--- src/rtl/qr_sched_pkg.sv ---
// Shared types and defaults for the QR core matrix scheduler.
package qr_sched_pkg;

   localparam int unsigned DEF_DW   = 13;
   localparam int unsigned DEF_NCOL = 4;

   typedef enum logic [1:0] {
      FILL  = 2'd0,
      BURST = 2'd1,
      WAIT  = 2'd2
   } state_e;

   typedef logic signed [DEF_NCOL-1:0][DEF_DW-1:0] row_t;

endpackage

--- src/rtl/qr_row_buf.sv ---
// Single-matrix row store: one synchronous write port, one combinational read port.
module qr_row_buf #(
   parameter int unsigned W     = 52,
   parameter int unsigned DEPTH = 8,
   parameter int unsigned AW    = (DEPTH > 1) ? $clog2(DEPTH) : 1
) (
   input  logic          clk,
   input  logic          reset,
   input  logic          i_we,
   input  logic [AW-1:0] i_waddr,
   input  logic [W-1:0]  i_wdata,
   input  logic [AW-1:0] i_raddr,
   output logic [W-1:0]  o_rdata_c
);

   logic [W-1:0] r_mem [DEPTH];

   always_ff @(posedge clk or negedge reset) begin
      if (!reset) begin
         for (int i = 0; i < int'(DEPTH); i++) r_mem[i] <= '0;
      end else if (i_we) begin
         r_mem[i_waddr] <= i_wdata;
      end
   end

   assign o_rdata_c = r_mem[i_raddr];

endmodule

--- src/rtl/qr_matrix_sched.sv ---
// Buffers one matrix from the upstream stream, bursts it into the QR core, forwards results.
// Optional WAIT-state watchdog enabled by defining QR_SCHED_TIMEOUT_EN.
module qr_matrix_sched
   import qr_sched_pkg::*;
#(
`ifdef QR_SCHED_TIMEOUT_EN
   parameter int unsigned TIMEOUT_CYC = 64,
`endif
   parameter int unsigned DW       = DEF_DW,
   parameter int unsigned NCOL     = DEF_NCOL,
   parameter int unsigned ROWS     = 8,
   parameter int unsigned OUT_ROWS = 8
) (
   input  logic               clk,
   input  logic               reset,
   input  logic               in_valid,
   output logic               in_ready,
   input  logic [NCOL*DW-1:0] in_row,
   input  logic               in_last,
   output logic [DW-1:0]      core_data_inA,
   output logic [DW-1:0]      core_data_inB,
   output logic [DW-1:0]      core_data_inC,
   output logic [DW-1:0]      core_data_inD,
   output logic               core_last_end,
   input  logic               core_valid,
   input  logic [DW-1:0]      core_data_outA,
   input  logic [DW-1:0]      core_data_outB,
   input  logic [DW-1:0]      core_data_outC,
   input  logic [DW-1:0]      core_data_outD,
   input  logic               core_finish_out,
   output logic               out_valid,
   output logic [NCOL*DW-1:0] out_row,
   output logic               busy,
   output logic               done,
   output logic               err
);

   localparam int unsigned RW = NCOL * DW;
   localparam int unsigned AW = (ROWS > 1) ? $clog2(ROWS) : 1;
   localparam int unsigned CW = $clog2(OUT_ROWS + 1);
`ifdef QR_SCHED_TIMEOUT_EN
   localparam int unsigned TW = $clog2(TIMEOUT_CYC + 1);
   logic [TW-1:0] r_to_cnt, w_to_cnt;
`endif

   state_e                   r_state, w_state;
   logic [AW-1:0]            r_wr_cnt, w_wr_cnt;
   logic [AW-1:0]            r_rd_ptr, w_rd_ptr;
   logic [CW-1:0]            r_rd_cnt, w_rd_cnt;
   logic [NCOL-1:0][DW-1:0]  r_core_row, w_core_row;
   logic [RW-1:0]            w_rdata;
   logic [RW-1:0]            w_out_row;
   logic                     w_we, w_hs, w_last, w_out_valid, w_done, w_err;
   logic                     w_in_ready, w_busy;

   qr_row_buf #(.W(RW), .DEPTH(ROWS), .AW(AW)) u_buf (
      .clk       (clk),
      .reset     (reset),
      .i_we      (w_we),
      .i_waddr   (r_wr_cnt),
      .i_wdata   (in_row),
      .i_raddr   (r_rd_ptr),
      .o_rdata_c (w_rdata)
   );

   assign w_hs = (r_state == FILL) && in_valid && in_ready;

   // Next-state and next-output logic
   always_comb begin
      w_state     = r_state;
      w_wr_cnt    = r_wr_cnt;
      w_rd_ptr    = r_rd_ptr;
      w_rd_cnt    = r_rd_cnt;
      w_core_row  = '0;
      w_last      = 1'b0;
      w_out_valid = 1'b0;
      w_out_row   = out_row;
      w_done      = 1'b0;
      w_err       = err;
      w_we        = 1'b0;
`ifdef QR_SCHED_TIMEOUT_EN
      w_to_cnt    = r_to_cnt;
`endif
      case (r_state)
         FILL: begin
            if (w_hs) begin
               w_we = 1'b1;
               if (in_last && (r_wr_cnt == AW'(ROWS - 1))) begin
                  w_state  = BURST;
                  w_wr_cnt = '0;
               end else if (in_last || (r_wr_cnt == AW'(ROWS - 1))) begin
                  w_err    = 1'b1;
                  w_wr_cnt = '0;
               end else begin
                  w_wr_cnt = r_wr_cnt + AW'(1);
               end
            end
         end
         BURST: begin
            w_core_row = w_rdata;
            w_last     = (r_rd_ptr == AW'(ROWS - 1));
            if (w_last) begin
               w_state  = WAIT;
               w_rd_ptr = '0;
`ifdef QR_SCHED_TIMEOUT_EN
               w_to_cnt = '0;
`endif
            end else begin
               w_rd_ptr = r_rd_ptr + AW'(1);
            end
         end
         WAIT: begin
            if (core_valid) begin
               if (r_rd_cnt < CW'(OUT_ROWS)) begin
                  w_out_valid = 1'b1;
                  w_out_row   = {core_data_outD, core_data_outC, core_data_outB, core_data_outA};
                  w_rd_cnt    = r_rd_cnt + CW'(1);
               end else begin
                  w_err = 1'b1;
               end
            end
            // A row arriving alongside finish is counted before the completeness check
            if (core_finish_out) begin
               w_done   = 1'b1;
               if (w_rd_cnt != CW'(OUT_ROWS)) w_err = 1'b1;
               w_rd_cnt = '0;
               w_state  = FILL;
`ifdef QR_SCHED_TIMEOUT_EN
            end else if (r_to_cnt == TW'(TIMEOUT_CYC - 1)) begin
               w_done   = 1'b1;
               w_err    = 1'b1;
               w_rd_cnt = '0;
               w_state  = FILL;
            end else begin
               w_to_cnt = r_to_cnt + TW'(1);
`endif
            end
         end
         default: w_state = FILL;
      endcase
      w_in_ready = (w_state == FILL);
      w_busy     = (w_state != FILL) || (w_wr_cnt != '0);
   end

   always_ff @(posedge clk or negedge reset) begin
      if (!reset) begin
         r_state       <= FILL;
         r_wr_cnt      <= '0;
         r_rd_ptr      <= '0;
         r_rd_cnt      <= '0;
         r_core_row    <= '0;
         core_last_end <= 1'b0;
         in_ready      <= 1'b0;
         out_valid     <= 1'b0;
         out_row       <= '0;
         busy          <= 1'b0;
         done          <= 1'b0;
         err           <= 1'b0;
`ifdef QR_SCHED_TIMEOUT_EN
         r_to_cnt      <= '0;
`endif
      end else begin
         r_state       <= w_state;
         r_wr_cnt      <= w_wr_cnt;
         r_rd_ptr      <= w_rd_ptr;
         r_rd_cnt      <= w_rd_cnt;
         r_core_row    <= w_core_row;
         core_last_end <= w_last;
         in_ready      <= w_in_ready;
         out_valid     <= w_out_valid;
         out_row       <= w_out_row;
         busy          <= w_busy;
         done          <= w_done;
         err           <= w_err;
`ifdef QR_SCHED_TIMEOUT_EN
         r_to_cnt      <= w_to_cnt;
`endif
      end
   end

   assign core_data_inA = r_core_row[0];
   assign core_data_inB = r_core_row[1];
   assign core_data_inC = r_core_row[2];
   assign core_data_inD = r_core_row[3];

endmodule

--- config.mk ---
export PLATFORM = sky130hd
export DESIGN_NAME = qr_matrix_sched
export DESIGN_NICKNAME = d
export VERILOG_FILES = /design/src/rtl/qr_sched_pkg.sv /design/src/rtl/qr_row_buf.sv /design/src/rtl/qr_matrix_sched.sv
export SDC_FILE = /design/constraint.sdc
export NUM_CORES = 1
export LEC_CHECK = 0
export ABC_AREA = 1
export CAP_MARGIN = 20
export CORE_MARGIN = 3
export CORE_UTILIZATION = 40
export DETAILED_ROUTE_END_ITERATION = 7
export SLEW_MARGIN = 20
export SYNTH_ARGS = -nofsm -noshare
export SYNTH_HDL_FRONTEND = slang
export SYNTH_SLANG_ARGS = --single-unit
--- constraint.sdc ---
create_clock -name clk -period 1.8 [get_ports clk]
set_input_delay 0.36 -clock clk [delete_from_list [all_inputs] [get_ports clk]]
set_output_delay 0.36 -clock clk [all_outputs]
set_load 0.01 [all_outputs]
==> reports/metrics.yaml <==
fin_total_pwr_w: 0.0498
endpoint_kind: "flop"
ys_ff_latch: 538
ys_seq_area_share_pct: 58.7
achievable-frequency_mhz: 578
num-nets-final: 2845
clockBufferDepth: 3
initial_detailed_routing_violation_count: 1330
yosysWarningCount: 0
total_leakage_power_nw: 13.7
run_status: "complete, no violations"
synth_largest_area_cell: "dfrtp_1"
area_delta_synth_final_pct: 23.4
full_die_area_um2: 60300
hold_vio_cnt_final: 0
utilization_pct: 50.1
routed_wl_um: 60800
clock_tree.htree_level_count: 2
tritoncts: "done"
timing.clock.skew_ns: 0.0284
synthTopCellsByArea: "dfrtp_1 (59%), nand2_1 (9.8%), o21ai_0 (8.2%)"
slew_viol_final: 0
antenna_cells_inserted: 0
setup-violations-final: 0
layout_min_cycle_time_ns: 1.73
path_clk_slew_ns: 0.06
initial_utilization_pct: 40.6
post_route_drc: 0
grt_pass1_wl_um: 99600
max_slew.worst_pin.slew_ns: 0.485
synth_cells: 2527
yosysTopAreaCellShare_pct: 58.7
worstSkewPairLatency_ns: 0.62
globalRouteTotalUtil_pct: 20.3
grt_pass1_vias: 18012
drv.max_cap_violation_count: 0
worst_ir_drop_vdd_mv: 0.910
io_buf_count: 219
die_width_um: 246
power-per-cell-area_nw_per_um2: 1760
layout.cells.most_common: "nand2_1"
cp_data_arrival_time_ns: 2.22
clock_tree_root: "clkbuf_16"
postRouteAntennaNets: 0
crit_fanout: 45
dp.final_hpwl_um: 38100
synth.net_count: 2642
drive_gt1_share_pct: 9.04
post_synth_instance_area_um2: 23000
cts.sink_count: 538
synth.distinct_cells: 27
number_of_i_o_pins: 220
rsz0062_at_grt: "no"
route.vias.total: 18195
postSynth.asyncResetShare_pct: 100
post_route_setup_tns_ns: 0
postSynth.topFlopCell: "dfrtp_1"
grt_max_degree: 65
wire_per_inst_um: 17.2
path_class: "flop to flop"
finalCritPeriodShare_pct: 96.1
finalWeightedCongestion: 0.768
critPathRequiredTime_ns: 2.29
rows: 87
crit_path_start_kind: "flop"
synth-edff-count: 0
initial_antenna_violation_count: 0
floorplan.core_area_um2: 56600
slew-limit-headroom_pct: 67.7
grt_remaining_overflow: 0
synth.avg_cell_area_um2: 9.08
drt_first_pass_iters: 5
most-common-layout-cells: "nand2_1 (597), dfrtp_1 (535), o21ai_0 (373)"
timing.hold.worst.class: "input pin to asynchronous set/reset pin"
floorplan.die.height_um: 246
cts-buffers-inserted: 56
viasPerCell: 5.15
-- cell families (layout without fill, tap and decap cells) --
kind of cell	after synthesis	in the layout	share of synthesized area (%)
compound gates	740	740	16.9
fa+ha+maj	5	5	0.273
mux	52	52	2.27
simple gates	942	942	16.0
flops	538	538	58.7
buf+inv	250	500	5.91
-- stage by stage --
stage | instances | setup slack (ns) | area [µm²] | hold slack (ns)
floorplan | 2527 | 0.338 | 23000 | 0.0644
global placement | 3426 | -0.300 | 26400 | 0.230
detailed placement | 3426 | -0.321 | 26400 | 0.231
CTS | 3533 | 0.0556 | 28300 | 0.161
global route | 3533 | 0.00284 | 28300 | 0.183
finish | 3533 | 0.0704 | 28300 | 0.195
-- worst max-delay path: stages, from the launching register on --
cell and delay (ns):
dfrtp_4 0.55, buf_12 0.20, buf_12 0.20, nor2_1 0.10
nor2_1 0.04, o21ai_0 0.06, o21ai_1 0.08, o21ai_0 0.22
nor2_1 0.10
-- synth_stat cells (7+ instances only) --
cell	count
buf_4	22
buf_1	9
clkbuf_1	75
inv_2	7
o21ai_1	282
o21ai_0	377
nor2_1	324
dfrtp_1	538
o21ai_2	25
inv_1	63
buf_6	37
o22ai_1	53
nand2_1	597
nand3_1	9
mux2i_1	52
buf_2	35
-- report_power, final --
| part | switching (W) | total (W) | internal, W | leakage (nW) |
|---|---|---|---|---|
| clock network | 0.00485 | 0.0123 | 0.00741 | 0.999 |
| registers | 0.00260 | 0.0197 | 0.0171 | 7.03 |
| logic | 0.0105 | 0.0179 | 0.00732 | 5.68 |
| total | 0.0180 | 0.0498 | 0.0318 | 13.7 |
-- per-layer routing --
metal / vias up / track usage [%] / share of wire [%]
met5: - / 0 / 0
met1: 8867 / 28.3 / 46
met3: 69 / 3.33 / 5.7
met4: 0 / 4.08 / 1.5
met2: 493 / 33.8 / 47
li1: 8766 / - / -
-- flip-flops by register name (all words and copies together) (netlist names), 2 cells and up --
signal         count
core_data_inA     13
out_row           52
r_wr_cnt           3
r_state            2
r_rd_cnt           4
core_data_inB     13
core_data_inD     13
core_data_inC     13
r_rd_ptr           3
u_buf.r_mem      416
-- layout make-up --
type                    instances  area, µm²
multi-input cells            1739       8180
fillers                      5305      28300
repair buffers                324       3470
flip-flops and latches        538      13500
clock buffers                  87       1750
inverters                      71        274
well taps                     756        946
clock inverters                18        251
-- final timing paths --
check	slack, ns	depth (start not counted)	endpoint	start
setup / recovery	0.07	8	core_data_inC[7]$_DFF_PN0_	r_rd_ptr[0]$_DFFE_PN0P_
hold / removal	0.19	2	out_row[29]$_DFFE_PN0P_	reset
setup reg to reg	0.07	8	core_data_inC[7]$_DFF_PN0_	r_rd_ptr[0]$_DFFE_PN0P_
hold reg to reg	0.46	2	out_row[4]$_DFFE_PN0P_	out_row[4]$_DFFE_PN0P_
max in group asynchronous	0.77	4	u_buf.r_mem[356]$_DFFE_PN0P_	reset
min in group clk	0.28	3	out_row[6]$_DFFE_PN0P_	core_data_outA[6]
-- what timing repair did --
| action | in CTS | in global routing |
|---|---|---|
| endpoints found under the setup margin | 110 | 6 |
| gates resized for setup | 111 | 6 |
| buffers inserted | 1 | 0 |
| hold buffers | 1 | 0 |
| hold endpoints to repair | 241 | 0 |
No activity file was read; power rests on OpenSTA's default activity.
